`src/rtl/imem_pkg.sv`:
```
// -----------------------------------------------------------------------------
// imem_pkg
// Shared definitions for the instruction-ROM load controller:
//   - default parameter values
//   - controller state enum
//   - width helpers for the load word counter and the shared hold/idle timer
// -----------------------------------------------------------------------------
package imem_pkg;

    localparam int unsigned IMEM_ADDR_W     = 14;       // word address, PC[15:2]
    localparam int unsigned IMEM_DATA_W     = 32;       // instruction width
    localparam int unsigned IMEM_RESET_HOLD = 4;        // cpu_rst cycles after a load
    localparam int unsigned IMEM_TIMEOUT    = 1000000;  // idle LOAD cycles before abort

    // Load counter must be able to hold 2^ADDR_W, hence one extra bit.
    localparam int unsigned IMEM_CNT_W      = IMEM_ADDR_W + 1;

    typedef enum logic [1:0] {
        ST_RUN,
        ST_DRAIN,
        ST_LOAD,
        ST_RELEASE
    } imem_state_t;

    function automatic int unsigned count_width(input int unsigned addr_w);
        return addr_w + 1;
    endfunction

    // One down counter serves both the release hold and the LOAD idle timeout,
    // so it is sized for the larger of the two reload values.
    function automatic int unsigned timer_width(input int unsigned hold,
                                                input int unsigned timeout);
        int unsigned m;
        m = (hold > timeout) ? hold : timeout;
        return $clog2(m + 1);
    endfunction

endpackage

```
`src/rtl/imem_load_timer.sv`:
```
// -----------------------------------------------------------------------------
// imem_load_timer
// Loadable down counter. Reloads from load_val on clear, counts down while
// enabled and stops at zero; expire is high whenever the count is zero.
// Ports:
//   clock, reset  - clock, asynchronous active-high reset (count -> 0)
//   clear         - load count from load_val (wins over enable)
//   load_val      - reload value
//   enable        - decrement by one (saturates at zero)
//   expire        - count == 0
// -----------------------------------------------------------------------------
module imem_load_timer #(
    parameter int unsigned W = 20
) (
    input  logic         clock,
    input  logic         reset,
    input  logic         clear,
    input  logic [W-1:0] load_val,
    input  logic         enable,
    output logic         expire
);

    logic [W-1:0] count;

    always_ff @(posedge clock or posedge reset) begin
        if (reset) begin
            count <= '0;
        end else if (clear) begin
            count <= load_val;
        end else if (enable && (count != '0)) begin
            count <= count - W'(1);
        end
    end

    assign expire = (count == '0);

endmodule

```
`src/rtl/imem_load_ctrl.sv`:
```
// -----------------------------------------------------------------------------
// imem_load_ctrl
// Shares the single instruction-ROM port between CPU fetch and a UART program
// loader. RUN: fetch owns the port. A load request stalls the CPU, waits one
// cycle for the in-flight fetch (DRAIN), hands the port to the loader (LOAD),
// then holds the CPU in reset for RESET_HOLD cycles (RELEASE) before resuming.
//
// Optional feature (macro IMEM_LOAD_CHECKSUM_EN): adds output ld_csum, a
// running XOR of every word written in LOAD, cleared on entry to DRAIN.
//
// Ports:
//   clock, reset   - clock, asynchronous active-high reset
//   ld_start       - pulse: request load mode (honoured only in RUN)
//   ld_wen         - loader write strobe
//   ld_addr        - loader word address
//   ld_wdata       - loader word
//   ld_done        - pulse: loader finished
//   fetch_addr     - fetch unit word address
//   mem_addr       - ROM addra
//   mem_wdata      - ROM dina
//   mem_we         - ROM wea (only ever high in LOAD)
//   cpu_stall      - fetch unit holds PC
//   cpu_rst        - CPU held in reset
//   busy           - not in RUN
//   ld_count       - words written in the current/last load (saturating)
//   ld_err         - last load aborted by idle timeout (sticky)
//   ld_csum        - XOR of loaded words (IMEM_LOAD_CHECKSUM_EN only)
// -----------------------------------------------------------------------------
module imem_load_ctrl
    import imem_pkg::*;
#(
    parameter int unsigned ADDR_W     = IMEM_ADDR_W,
    parameter int unsigned DATA_W     = IMEM_DATA_W,
    parameter int unsigned RESET_HOLD = IMEM_RESET_HOLD,
    parameter int unsigned TIMEOUT    = IMEM_TIMEOUT
) (
    input  logic                            clock,
    input  logic                            reset,
    input  logic                            ld_start,
    input  logic                            ld_wen,
    input  logic [ADDR_W-1:0]               ld_addr,
    input  logic [DATA_W-1:0]               ld_wdata,
    input  logic                            ld_done,
    input  logic [ADDR_W-1:0]               fetch_addr,
    output logic [ADDR_W-1:0]               mem_addr,
    output logic [DATA_W-1:0]               mem_wdata,
    output logic                            mem_we,
    output logic                            cpu_stall,
    output logic                            cpu_rst,
    output logic                            busy,
    output logic [count_width(ADDR_W)-1:0]  ld_count,
`ifdef IMEM_LOAD_CHECKSUM_EN
    output logic                            ld_err,
    output logic [DATA_W-1:0]               ld_csum
`else
    output logic                            ld_err
`endif
);

    localparam int unsigned CNT_W = count_width(ADDR_W);
    localparam int unsigned TMR_W = timer_width(RESET_HOLD, TIMEOUT);

    localparam logic [CNT_W-1:0] CNT_MAX   = {1'b1, {ADDR_W{1'b0}}};
    // Reload values: the timer expires after load_val further enabled cycles,
    // giving TIMEOUT idle LOAD cycles and RESET_HOLD RELEASE cycles.
    localparam logic [TMR_W-1:0] TO_LOAD   = TMR_W'(TIMEOUT - 1);
    localparam logic [TMR_W-1:0] HOLD_LOAD = TMR_W'(RESET_HOLD - 1);

    imem_state_t      state;
    imem_state_t      state_nx;

    logic             tmr_clear;
    logic             tmr_en;
    logic [TMR_W-1:0] tmr_load;
    logic             tmr_expire;
    logic             idle_abort;

    imem_load_timer #(
        .W (TMR_W)
    ) u_timer (
        .clock    (clock),
        .reset    (reset),
        .clear    (tmr_clear),
        .load_val (tmr_load),
        .enable   (tmr_en),
        .expire   (tmr_expire)
    );

    // Idle timeout in LOAD; ld_done in the same cycle takes precedence.
    assign idle_abort = (state == ST_LOAD) && tmr_expire && !ld_wen && !ld_done;

    always_ff @(posedge clock or posedge reset) begin
        if (reset) begin
            state <= ST_RUN;
        end else begin
            state <= state_nx;
        end
    end

    always_comb begin
        state_nx  = state;
        tmr_clear = 1'b0;
        tmr_en    = 1'b0;
        tmr_load  = TO_LOAD;
        mem_addr  = fetch_addr;
        mem_wdata = '0;
        mem_we    = 1'b0;

        case (state)
            ST_RUN: begin
                if (ld_start) begin
                    state_nx = ST_DRAIN;
                end
            end
            ST_DRAIN: begin
                state_nx  = ST_LOAD;
                tmr_clear = 1'b1;
                tmr_load  = TO_LOAD;
            end
            ST_LOAD: begin
                mem_addr  = ld_addr;
                mem_wdata = ld_wdata;
                mem_we    = ld_wen;
                if (ld_done || (tmr_expire && !ld_wen)) begin
                    state_nx  = ST_RELEASE;
                    tmr_clear = 1'b1;
                    tmr_load  = HOLD_LOAD;
                end else if (ld_wen) begin
                    tmr_clear = 1'b1;
                    tmr_load  = TO_LOAD;
                end else begin
                    tmr_en = 1'b1;
                end
            end
            ST_RELEASE: begin
                if (tmr_expire) begin
                    state_nx = ST_RUN;
                end else begin
                    tmr_en = 1'b1;
                end
            end
            default: begin
                state_nx = ST_RUN;
            end
        endcase
    end

    // Decoded straight from the state register, so these change only on clock
    // edges; cpu_stall and cpu_rst drop on the same RELEASE->RUN edge.
    assign busy      = (state != ST_RUN);
    assign cpu_stall = (state != ST_RUN);
    assign cpu_rst   = (state == ST_RELEASE);

    always_ff @(posedge clock or posedge reset) begin
        if (reset) begin
            ld_count <= '0;
            ld_err   <= 1'b0;
        end else if ((state == ST_RUN) && ld_start) begin
            ld_count <= '0;
            ld_err   <= 1'b0;
        end else if (state == ST_LOAD) begin
            if (ld_wen && (ld_count != CNT_MAX)) begin
                ld_count <= ld_count + CNT_W'(1);
            end
            if (idle_abort) begin
                ld_err <= 1'b1;
            end
        end
    end

`ifdef IMEM_LOAD_CHECKSUM_EN
    always_ff @(posedge clock or posedge reset) begin
        if (reset) begin
            ld_csum <= '0;
        end else if ((state == ST_RUN) && ld_start) begin
            ld_csum <= '0;
        end else if ((state == ST_LOAD) && ld_wen) begin
            ld_csum <= ld_csum ^ ld_wdata;
        end
    end
`endif

endmodule

```
`config.mk`:
```
export PLATFORM = sky130hd
export DESIGN_NAME = imem_load_ctrl
export DESIGN_NICKNAME = d
export VERILOG_FILES = /design/src/rtl/imem_pkg.sv /design/src/rtl/imem_load_timer.sv /design/src/rtl/imem_load_ctrl.sv
export SDC_FILE = /design/constraint.sdc
export NUM_CORES = 1
export LEC_CHECK = 0
export ABC_AREA = 1
export BUFFER_PORTS_ARGS = -buffer_cell sky130_fd_sc_hd__buf_2
export CAP_MARGIN = 15
export CORE_MARGIN = 2
export CORE_UTILIZATION = 50
export CTS_CLUSTER_SIZE = 16
export DETAILED_ROUTE_END_ITERATION = 6
export PLACE_DENSITY = 0.92
export SLEW_MARGIN = 25
export SYNTH_ARGS = -nofsm -noshare
export SYNTH_HDL_FRONTEND = slang
export SYNTH_SLANG_ARGS = --single-unit
```
`constraint.sdc`:
```
create_clock -name clock -period 3.2 [get_ports clock]
set_input_delay 0.16 -clock clock [delete_from_list [all_inputs] [get_ports clock]]
set_output_delay 0.16 -clock clock [all_outputs]
set_load 0.01 [all_outputs]
```
# Yosys cells after proc, flatten, opt, wreduce, memory -nomap -nowiden
# Index checks and enable logic that the tools add are counted.
# totals
ff_bits,38
input_bits,65
output_inout_bits,66
# classes
addsub,2
eq_ne,7
n_mux,24
n_reduce_logical,21
# op_table
operator,n
20-bit two-way mux,4
15-bit two-way mux,3
32-bit two-way mux,1
20-bit zero test,1
20-bit nonzero test,1
20-bit by 1-bit subtractor with 20-bit output (second input constant),1
15-bit by 1-bit adder with 15-bit output (second input constant),1
15-bit != test (second input constant),1
14-bit two-way mux,1
2-bit nonzero test,5
1-bit two-way mux,9
2-bit case mux with 4 select lines,1
1-bit logical AND,7
2-bit two-way mux,3
2-bit == test (second input constant),2
2-bit by 1-bit != test with 1-bit output (second input constant),2
1-bit case mux with 2 select lines,2
2-bit AND reduction,2
3-bit AND reduction,1
2-bit by 1-bit == test with 1-bit output (second input constant),1
1-bit zero test,2
2-bit zero test,1
2-bit != test (second input constant),1
1-bit logical OR,1

# Logic depth before layout (Yosys ltp)
# Gate-level depths: netlist of run 1.
# logic_depth
ltp_word,8
mapped_depth,14
ltp_nobuf,13

# Modules after synthesis
# From an unflattened synthesis of run 1, not the netlist that was laid out.
# hier_totals
cells_unflattened,530
area_unflattened_um2,3316.9
# by_module_without_submodules
mod,instances,cells_per_inst,area_per_inst_um2
imem_load_ctrl,1,277,1729.2
imem_load_timer,1,253,1587.8

# Worst setup path after synthesis of run 1
# OpenSTA, ideal clock, no wires.
# synth_path
path_kind,register to output
startpoint,reg state[0]
endpoint,out mem_wdata[10]
arrival_time_ns,1.521
t_required_ns,3.040
setup_slack_ns,1.519
stages_incl_launch_ff,8
path_cell_list,dfrtp_1 inv_1 ha_1 buf_2 clkbuf_1 buf_1 nand2_1 inv_1
# synth_between
elab_chain_len,2
# synth_rtl
element,line_no,source
from (decl),imem_load_ctrl.sv:69,imem_state_t state;
from (signal assigned),imem_load_ctrl.sv:96,state <= state_nx;
2-bit == test,imem_load_ctrl.sv:109,case (state)
32-bit two-way mux,imem_load_ctrl.sv:109,
to (decl),imem_load_ctrl.sv:46,"output logic [DATA_W-1:0] mem_wdata,"
# Every way passes these cells.

# Worst setup path in the final report of run 1
# layout_path
startpoint,reg state[0]
endpoint,out mem_addr[9]
# layout_between
elab_chain_len,2
# layout_rtl
element,line_no,source
2-bit == test,imem_load_ctrl.sv:109,
14-bit two-way mux,imem_load_ctrl.sv:109,
to (decl),imem_load_ctrl.sv:45,"output logic [ADDR_W-1:0] mem_addr,"
# Every way passes these cells.

==> out/qor.yml, run 1 <==
synth:
  synth-main-ff-cell: "dfrtp_1"
  synth_top_family_by_area: "simple AND/OR/NAND/NOR gates"
  synth_adder_area_share: 0.0387
  synth_area_sq_um: 2910
  synth_edf_count: 0
  syn_area_per_cell_sq_um: 6.80
  synth_top_area_share: 0.327
  yosys.area_share.simple: 0.352
  yosys.area_share.xor_xnor: 0.0632
  synth.largest_area_cell: "dfrtp_1"
  synth_cells: 428
  synthTopCellsByArea: "dfrtp_1, nand2_1, inv_1"
  seq_area_frac_synth: 0.327
  synth_warnings: 0
  synth_cell_types: 31
  synth_compound_gate_area_share: 0.0477
  ys_async_sr_fraction: 1.00
  syn-num-nets: 502
  synth-seq-cells: 38
  synthMuxAreaShare: 0.0542
die:
  fp.dieH_microns: 80.3
  initial_utilization: 0.522
  io_pins: 131
  rows: 27
  core_sq_um: 5570
  die_w_microns: 80.3
  die_area_sq_um: 6450
min_path:
  hold_depth: 4
  hold_path.class: "in -> reg"
  hp-start: "ld_done"
setup_path:
  end_kind: "output pin"
  ff2ff_setup_slack_ps: 1260
  cp-startpoint: "state[0]$_DFFE_PP0P_"
  worstPathMaxFanout: 48
  crit_type: "reg -> out"
  slowest_delay_ps: 420
  rr_worst_depth: 7
  cpMaxStageDelayCell: "buf_4"
  worstReg2RegEnd: "ld_count[14]$_DFFE_PP0P_"
  crit_end: "mem_addr[9]"
  regToRegStartpoint: "state[1]$_DFFE_PP0P_"
  path_cells: "inv_1 -> ha_2 -> buf_4 -> mux2_2 -> buf_2"
  cp_data_required_time_ps: 3040
  start_kind: "flop"
  worstPathArrival_ps: 2060
clocking:
  clockBufferDepth: 2
  cts.sinks: 38
  postCtsSetupBuffers: 0
  tritoncts: "built"
  cts.hold.buffers_added: 1
  htreeDepth: 2
  root_buffer: "clkbuf_8"
  numCtsBuffers: 5
  clk_latency_ps: 300
  clk_pin_slew_ps: 80
  post_cts_resized: 0
routing:
  drt_wl_total_microns: 8130
  dr_total_vias: 3190
  firstDrtPassIters: 7
  routedWlPerCell_microns: 13.0
  drt-initial-drc-count: 162
  drcViolationCount: 0
  postRouteAntennaNets: 0
  avgViaCountPerCell: 5.08
power:
  cellPowerDensity_nw_per_um2: 869
  p_leak_nw: 2.32
  ir_worst_vdd_mv: 0.455
cells_and_area:
  final_cell_mix: "buf_2, nand2_1, inv_1"
  diodes: 0
  drive_gt1_frac: 0.308
  finalNetCount: 629
  layout_commonest_cell: "buf_2"
  fin_cells: 628
  fill_cells: 482
  area_growth_pct: 27.3
run:
  drv_cap: 0
global_route:
  grt_usage: 0.254
  grt_antenna_before_repair: 0
  overflow: 0
  grt_start_max_net_pins: 49
  grt_pass1_vias: 3046
  grt_pass1_wl_microns: 13100
timing:
  slew_viol_final: 0
  finalCritPeriodShare: 0.693
  finalSetupViolations: 0
  rsz0062_at_grt: "no"
  fin_skew_ps: 13.9
  fin_crit_ps: 2220
  postLayoutSetupSlackWorst_ps: 981
  max-slew-margin-rel: 0.662
  hold_viol: 0
  finalSetupTns_ps: 0
  worstMarginPinSlew_ps: 506
  fmax_ghz: 0.451
place:
  hpwl_microns: 6180
  dp_slack_ps: 1320
  place.gp.congestion: 0.886
  dp_cells: 619
  numPortBuffers: 130
status:
  status: "finished clean"
==> worst min path at each step <==
stage                                   end  slack [ps]
floorplan           ld_count[0]$_DFFE_PP0P_         350
global placement    ld_count[3]$_DFFE_PP0P_         300
detailed placement  ld_count[6]$_DFFE_PP0P_         310
CTS                      ld_err$_DFFE_PP0P_         250
global route             ld_err$_DFFE_PP0P_         280
finish                   ld_err$_DFFE_PP0P_         250
==> cell type report <==
| cell class | instances | area, sq um | area share |
|---|---|---|---|
| multi-input combinational | 303 | 1620 | 0.437 |
| sequential | 38 | 951 | 0.257 |
| timing repair buffer | 133 | 676 | 0.182 |
| inverter | 74 | 278 | 0.0750 |
| tap | 72 | 90.1 | 0.0243 |
| clock buffer | 7 | 86.3 | 0.0233 |
| clock inverter | 1 | 5.00 | 0.00135 |
==> cells by family (layout without fill, tap and decap cells) <==
group                    after synthesis  count (layout)
AND/OR/NAND/NOR                      233             233
flip-flops                            38              38
adder cells (fa/ha/maj)                9               9
XOR/XNOR                              21              21
buffers and inverters                 87             215
multiplexers                          14              14
AO/OA/AOI/OAI                         26              26
==> stage by stage <==
step / hold WS, ps / utilization / power, mW / instance area [sq um]
after floorplan: 352 / - / 2.29 / 2910
after global placement: 297 / 0.646 / 2.75 / 3600
after detailed placement: 309 / 0.646 / 2.84 / 3600
after CTS: 249 / 0.665 / 3.22 / 3700
after global routing: 279 / 0.665 / 3.53 / 3700
final: 255 / 0.665 / 3.22 / 3700
==> routing by layer <==
layer,up-vias,GRT usage,part of all wire
met5,-,0,0
li1,1577,-,-
met3,9,0.0382,0.067
met2,151,0.468,0.52
met1,1453,0.299,0.39
met4,0,0.0864,0.013
==> cell usage after synthesis (5+ instances only) <==
library cell    n
a21oi_1         7
dfrtp_1        38
ha_1            9
inv_1          72
mux2_2         14
nand2_1       125
nand3_1        30
nand4_1        10
nor2_1         36
nor2_2          6
nor3_1         12
o21ai_0        15
xnor2_1         5
xor2_1         16
==> sequential cells by signal (all words and copies together) (netlist names) <==
register	flops
ld_count	15
ld_err	1
state	2
u_timer.count	20
==> report_power, final <==
group / switching, mW / total (mW) / internal [mW]
Sequential: 0.196 / 0.855 / 0.659
Combinational: 1.28 / 2.01 / 0.727
Clock: 0.183 / 0.357 / 0.174
==> worst max-delay path: cells and delay by family (launching register included) <==
kind	cells	cell delay, ps
buffers and inverters	3	700
flip-flops	1	400
multiplexers	1	400
adder cells (fa/ha/maj)	1	250
Power figures use the tool's default switching activity.
==> run 2: changes to the inputs <==
--- a/config.mk
+++ b/config.mk
@@ -9,10 +9,10 @@
 export BUFFER_PORTS_ARGS = -buffer_cell sky130_fd_sc_hd__buf_2
 export CAP_MARGIN = 15
 export CORE_MARGIN = 2
-export CORE_UTILIZATION = 50
+export CORE_UTILIZATION = 43
 export CTS_CLUSTER_SIZE = 16
 export DETAILED_ROUTE_END_ITERATION = 6
-export PLACE_DENSITY = 0.92
+export PLACE_DENSITY = 0.85
 export SLEW_MARGIN = 25
 export SYNTH_ARGS = -nofsm -noshare
 export SYNTH_HDL_FRONTEND = slang
==> constraint.sdc (replaced) <==
create_clock -name clock -period 1.88 [get_ports clock]
set_input_delay 0.094 -clock clock [delete_from_list [all_inputs] [get_ports clock]]
set_output_delay 0.094 -clock clock [all_outputs]
set_load 0.01 [all_outputs]
==> run 2 against run 1 <==
Net effect: clock power grew 100%; critical endpoint is now mem_addr[8]; combinational power grew 93%; highest routed layer unchanged; routed wire length grew 1.1%.
==> out/qor.yml, run 2 (synthesized netlist as in run 1, its figures left out) <==
global_route:
  grt_pass1_wl_microns: 12900  # was 13100 microns
  grtUsageMet2: 0.390  # was 0.468
  grt_busiest_layer: "met2"  # unchanged
  use_met3: 0.0362  # was 0.0382
  use_met1: 0.248  # was 0.299
  grt_pass1_vias: 3098  # was 3046
  overflow: 0  # unchanged
  grt_antenna_before_repair: 0  # unchanged
  grt_start_max_net_pins: 39  # was 49
  grt_usage: 0.213  # was 0.254
clocking:
  clockBufferDepth: 2  # unchanged
  clk_pin_slew_ps: 80  # about the same
  root_buffer: "clkbuf_8"  # unchanged
  numCtsBuffers: 5  # unchanged
  tritoncts: "built"  # unchanged
  cts.sinks: 38  # unchanged
  clk_latency_ps: 300  # about the same
  htreeDepth: 2  # unchanged
setup_path:
  regToRegStartpoint: "u_timer.count[0]$_DFFE_PP0P_"  # was state[1]$_DFFE_PP0P_
  worstReg2RegEnd: "u_timer.count[16]$_DFFE_PP0P_"  # was ld_count[14]$_DFFE_PP0P_
  end_kind: "output pin"  # unchanged
  cp_data_required_time_ps: 1790  # was 3040 ps
  worstPathArrival_ps: 1750  # was 2060 ps
  slowest_delay_ps: 430  # was 420 ps
  start_kind: "flop"  # unchanged
  crit_type: "reg -> out"  # unchanged
  path_cells: "inv_2 -> ha_4 -> buf_12 -> mux2_2 -> buf_2"  # was inv_1 -> ha_2 -> buf_4 -> mux2_2 -> buf_2
  ff2ff_setup_slack_ps: 80  # was 1260 ps
  cpMaxStageDelayCell: "dfrtp_1"  # was buf_4
  rr_worst_depth: 11  # was 7
  worstPathMaxFanout: 31  # was 48
place:
  hpwl_microns: 6000  # was 6180 microns
  place.gp.congestion: 0.857  # was 0.886
  numPortBuffers: 130  # unchanged
  dp_cells: 633  # was 619
cells_and_area:
  finalNetCount: 642  # was 629
  fin_util: 0.607  # was 0.665
  largestRegisters: "u_timer.count (20), ld_count (15), state (2)"  # unchanged
  area_growth_pct: 34.6  # was 27.3%
  fill_cells: 562  # was 482
  drive_gt1_frac: 0.338  # was 0.308
  diodes: 0  # unchanged
  layout_commonest_cell: "buf_2"  # unchanged
  largest_reg_flops: 20  # unchanged
  final_cell_mix: "buf_2, nand2_1, inv_1"  # unchanged
  fin_cells: 645  # was 628
  top_register: "u_timer.count"  # unchanged
routing:
  drt-initial-drc-count: 139  # was 162
  postRouteAntennaNets: 0  # unchanged
  drt_wl_total_microns: 8220  # was 8130 microns
  firstDrtPassIters: 5  # was 7
  routedWlPerCell_microns: 12.7  # was 13.0 microns
  avgViaCountPerCell: 4.99  # was 5.08
  dr_total_vias: 3218  # was 3190
  drcViolationCount: 0  # unchanged
timing:
  whs_ps: 233  # was 255 ps
  hold_viol: 0  # unchanged
  finalSetupViolations: 0  # unchanged
  fin_crit_ps: 1840
  finalSetupTns_ps: 0  # unchanged
  fmax_ghz: 0.543
  max-slew-margin-rel: 0.668  # was 0.662
  rsz0062_at_grt: "yes"  # was no
  slew_viol_final: 0  # unchanged
  fin_skew_ps: 10.6  # was 13.9 ps
  finalCritPeriodShare: 0.979
  worstMarginPinSlew_ps: 493  # was 506 ps
die:
  die_area_sq_um: 7440  # was 6450 sq um
  rows: 29  # was 27
  initial_utilization: 0.451  # was 0.522
  core_sq_um: 6460  # was 5570 sq um
  io_pins: 131  # unchanged
  fp.dieH_microns: 86.3  # was 80.3 microns
  die_w_microns: 86.3  # was 80.3 microns
run:
  drv_cap: 0  # unchanged
min_path:
  min_to: "ld_err$_DFFE_PP0P_"  # unchanged
  hold_depth: 4  # unchanged
  hold_path.class: "in -> reg"  # unchanged
  hp-start: "ld_done"  # unchanged
power:
  p_leak_nw: 2.40  # was 2.32 nW
  cellPowerDensity_nw_per_um2: 1550  # was 869 nW/um^2
  ir_worst_vdd_mv: 1.13  # was 0.455 mV
status:
  status: "finished clean"  # unchanged
==> run 2: what timing repair did <==
action / in CTS / in global routing
endpoints found under the hold margin: 38 / 0
pin swaps: 0 / 0
cloned: 0 / 3
endpoints found under the setup margin: 30 / 61
setup buffers: 0 / 1
hold buffers: 1 / 0
resized for setup: 4 / 17
==> run 2: worst max path at each step <==
stage,startpoint,end,slack [ps],cells after the start
5_1_grt,u_timer.count[0]$_DFFE_PP0P_,u_timer.count[9]$_DFFE_PP0P_,-70,13
3_3_place_gp,state[0]$_DFFE_PP0P_,u_timer.count[6]$_DFFE_PP0P_,130,9
4_1_cts,state[0]$_DFFE_PP0P_,mem_addr[5],10,5
3_5_place_dp,state[0]$_DFFE_PP0P_,u_timer.count[6]$_DFFE_PP0P_,80,9
2_1_floorplan,state[0]$_DFFE_PP0P_,ld_count[5]$_DFFE_PP0P_,240,9
6_report,state[0]$_DFFE_PP0P_,mem_addr[8],40,5
==> run 2: area by class of cell <==
class | count | area, sq um | area share
Sequential cell | 38 | 951 | 0.243
Clock inverter | 1 | 30.0 | 0.00767
Inverter | 74 | 282 | 0.0719
Clock buffer | 6 | 82.6 | 0.0211
Tap cell | 77 | 96.3 | 0.0246
Timing Repair inverter | 1 | 5.00 | 0.00128
Timing Repair Buffer | 143 | 767 | 0.196
Multi-Input combinational cell | 305 | 1700 | 0.435
==> run 2: critical path: cells and delay by family (launching register included) <==
family,cells,cell delay (ps)
muxes,1,350
DFF,1,430
adders and majority gates,1,200
buffers and inverters,3,460
==> run 2: layer usage <==
metal  vias to the layer above  part of all wire  wire, microns
met4                         0             0.023            193
met5                         -                 0              0
met1                      1442              0.40           3260
met2                       147              0.51           4220
met3                        20             0.066            545
li1                       1609                 -              -
==> run 2: where the power goes <==
group	leakage, nW	switching (mW)	internal [mW]	total (mW)
combinational	1.84	2.38	1.50	3.87
clock	0.0573	0.302	0.425	0.727
sequential	0.499	0.338	1.12	1.46
==> run 2: per-stage QoR <==
step	worst slack, ps	power, mW	instance area [sq um]
final	39.1	6.06	3920
after global routing	-65.0	6.62	3920
after detailed placement	77.3	4.93	3680
after global placement	126	4.82	3680
after floorplan	240	3.89	2910
after CTS	12.3	5.77	3820
==> run 3: changes to the inputs <==
--- a/config.mk
+++ b/config.mk
@@ -12,7 +12,7 @@
 export CORE_UTILIZATION = 43
 export CTS_CLUSTER_SIZE = 16
 export DETAILED_ROUTE_END_ITERATION = 6
-export PLACE_DENSITY = 0.85
+export PLACE_DENSITY = 0.82
 export SLEW_MARGIN = 25
 export SYNTH_ARGS = -nofsm -noshare
 export SYNTH_HDL_FRONTEND = slang
==> run 3 against run 2 <==
Net effect: global-route usage is 0.097 points lower; critical path depth did not move; sequential power about the same; clock power is 22% higher; critical endpoint is now mem_addr[2]; maximum frequency increased by 1.0%.
==> out/qor.yml, run 3 (synthesized netlist as in run 1, its figures left out) <==
power:
  p_switching_mw: 2.95  # was 3.02 mW
  seq_power_share: 0.244  # was 0.241
  cellPowerDensity_nw_per_um2: 1560  # was 1550 nW/um^2
  combPwrFrac: 0.610  # was 0.639
  p_int_mw: 3.13  # was 3.04 mW
  pwr-share-clk: 0.146  # was 0.120
  power.share.switching: 0.485  # was 0.498
  ir_worst_vdd_mv: 0.987  # was 1.13 mV
  p_leak_nw: 2.40  # about the same
setup_path:
  ff2ff_setup_slack_ps: 60  # was 80 ps
  rr_worst_depth: 9  # was 11
  path_cells: "inv_2 -> ha_4 -> buf_6 -> mux2_2 -> buf_2"  # was inv_2 -> ha_4 -> buf_12 -> mux2_2 -> buf_2
  cpMaxStageDelayCell: "dfrtp_1"  # unchanged
  slowest_delay_ps: 420  # was 430 ps
  worstPathArrival_ps: 1730  # was 1750 ps
  worstPathMaxFanout: 15  # was 31
  crit_buf_inv: 3  # unchanged
  cp_data_required_time_ps: 1790  # about the same
  worstReg2RegEnd: "u_timer.count[7]$_DFFE_PP0P_"  # was u_timer.count[16]$_DFFE_PP0P_
  regToRegStartpoint: "state[0]$_DFFE_PP0P_"  # was u_timer.count[0]$_DFFE_PP0P_
  end_kind: "output pin"  # unchanged
  cp_top_family: "buffers and inverters"  # unchanged
  start_kind: "flop"  # unchanged
  crit_type: "reg -> out"  # unchanged
cells_and_area:
  fin_cells: 642  # was 645
  final_cell_mix: "buf_2, nand2_1, inv_1"  # unchanged
  largestRegisters: "u_timer.count (20), ld_count (15), state (2)"  # unchanged
  drive_gt1_frac: 0.335  # was 0.338
  diodes: 0  # unchanged
  largest_reg_flops: 20  # unchanged
  area_growth_pct: 34.0  # was 34.6%
  top_register: "u_timer.count"  # unchanged
  finalNetCount: 638  # was 642
  stdcell_area_sq_um: 3900  # was 3920 sq um
  layout_commonest_cell: "buf_2"  # unchanged
timing:
  worstMarginPinSlew_ps: 511  # was 493 ps
  max-slew-margin-rel: 0.655  # was 0.668
  whs_ps: 198  # was 233 ps
  slew_viol_final: 0  # unchanged
  finalSetupViolations: 0  # unchanged
  fin_crit_ps: 1820  # was 1840 ps
  finalSetupTns_ps: 0  # unchanged
  finalCritPeriodShare: 0.969  # was 0.979
  hold_viol: 0  # unchanged
  postLayoutSetupSlackWorst_ps: 57.7  # was 39.1 ps
  fin_skew_ps: 8.35  # was 10.6 ps
  fmax_ghz: 0.549  # was 0.543 GHz
  rsz0062_at_grt: "yes"  # unchanged
min_path:
  hp-start: "ld_done"  # unchanged
  min_to: "ld_err$_DFFE_PP0P_"  # unchanged
  hold_path.class: "in -> reg"  # unchanged
  hold_depth: 4  # unchanged
routing:
  firstDrtPassIters: 5  # unchanged
  route.met3.wl_microns: 580  # was 545 microns
  postRouteAntennaNets: 0  # unchanged
  routedWlPerCell_microns: 12.7  # about the same
  dr_wl_met2_microns: 4080  # was 4220 microns
  highest_layer: "met4"  # unchanged
  drcViolationCount: 0  # unchanged
  avgViaCountPerCell: 5.01  # was 4.99
  dr_total_vias: 3219  # was 3218
  drt-initial-drc-count: 241  # was 139
  wl_met1_microns: 3380  # was 3260 microns
  drt_wl_total_microns: 8150  # was 8220 microns
clocking:
  htreeDepth: 2  # unchanged
  clk_pin_slew_ps: 80  # about the same
  root_buffer: "clkbuf_8"  # unchanged
  tritoncts: "built"  # unchanged
  numCtsBuffers: 5  # unchanged
  clockBufferDepth: 2  # unchanged
  clk_latency_ps: 300  # about the same
  cts.sinks: 38  # unchanged
run:
  drv_cap: 0  # unchanged
global_route:
  grt_pass1_wl_microns: 13000  # was 12900 microns
  grt_antenna_before_repair: 0  # unchanged
  grt_pass1_vias: 2989  # was 3098
  grt_usage: 0.212  # was 0.213
  overflow: 0  # unchanged
  grt_start_max_net_pins: 39  # unchanged
status:
  status: "finished clean"  # unchanged
die:
  core_sq_um: 6460  # unchanged
  io_pins: 131  # unchanged
  fp.dieH_microns: 86.3  # unchanged
  die_area_sq_um: 7440  # unchanged
  initial_utilization: 0.451  # unchanged
  die_w_microns: 86.3  # unchanged
  rows: 29  # unchanged
place:
  place.gp.congestion: 0.853  # was 0.857
  dp_slack_ps: 51.8  # was 77.3 ps
  hpwl_microns: 6150  # was 6000 microns
  placed_area_sq_um: 3660  # was 3680 sq um
  numPortBuffers: 130  # unchanged
  dp_cells: 631  # was 633
[run 3: cell count changes in the layout (fill, tap and decap cells not counted), sizes merged]
cell and delta:
nand3 -1, inv +1, buf -1, nand2 -1, bufinv +1, clkinvlp -2
[run 3: worst min-delay path: stages]
cell and delay, ps:
buf_2 80, inv_1 70, a31oi_1 170, nor2_1 50
[run 3: worst max-delay path by stage]
stage | startpoint | end | slack, ps | cells past startpoint
after global placement | u_timer.count[0]$_DFFE_PP0P_ | u_timer.count[4]$_DFFE_PP0P_ | 110 | 12
final | state[0]$_DFFE_PP0P_ | mem_addr[2] | 60 | 5
after CTS | u_timer.count[0]$_DFFE_PP0P_ | u_timer.count[4]$_DFFE_PP0P_ | 70 | 12
after detailed placement | u_timer.count[0]$_DFFE_PP0P_ | u_timer.count[4]$_DFFE_PP0P_ | 50 | 12
after global routing | u_timer.count[1]$_DFFE_PP0P_ | u_timer.count[4]$_DFFE_PP0P_ | -60 | 13
after floorplan | state[0]$_DFFE_PP0P_ | ld_count[5]$_DFFE_PP0P_ | 240 | 9
[run 3: power by group through the flow]
| stage | combinational, mW | clock [mW] | sequential [mW] |
|---|---|---|---|
| after floorplan | 2.46 | 0 | 1.43 |
| after global placement | 3.33 | 0 | 1.45 |
| after detailed placement | 3.44 | 0 | 1.46 |
| after CTS | 3.56 | 0.896 | 1.45 |
| after global routing | 4.14 | 0.932 | 1.52 |
| final | 3.71 | 0.885 | 1.48 |
[run 3: area by class of cell]
cell class                 count  area [sq um]
clock buffer                   6          82.6
clock inverter                 2          60.1
fill                         563          2560
inverter                      74           278
multi-input combinational    303          1670
sequential                    38           952
tap                           77          96.3
timing repair buffer         142           759
[run 3: through the flow]
stage | total power, mW | utilization
finish | 6.08 | 0.604
global route | 6.59 | 0.604
CTS | 5.91 | 0.596
detailed placement | 4.90 | 0.567
global placement | 4.78 | 0.567
floorplan | 3.89 | -
[run 3: timing repair]
| action | 4_1_cts | 5_1_grt |
|---|---|---|
| hold buffers | 1 | 0 |
| buffers inserted | 0 | 2 |
| endpoints found under the hold margin | 38 | 0 |
| resized for setup | 7 | 11 |
| endpoints found under the setup margin | 15 | 26 |
| pin swaps | 0 | 1 |
[run 3: routing by layer]
| metal | track usage | vias up |
|---|---|---|
| met5 | 0 | - |
| met4 | 0.0739 | 0 |
| met3 | 0.0343 | 11 |
| met2 | 0.367 | 142 |
| met1 | 0.269 | 1471 |
| li1 | - | 1595 |
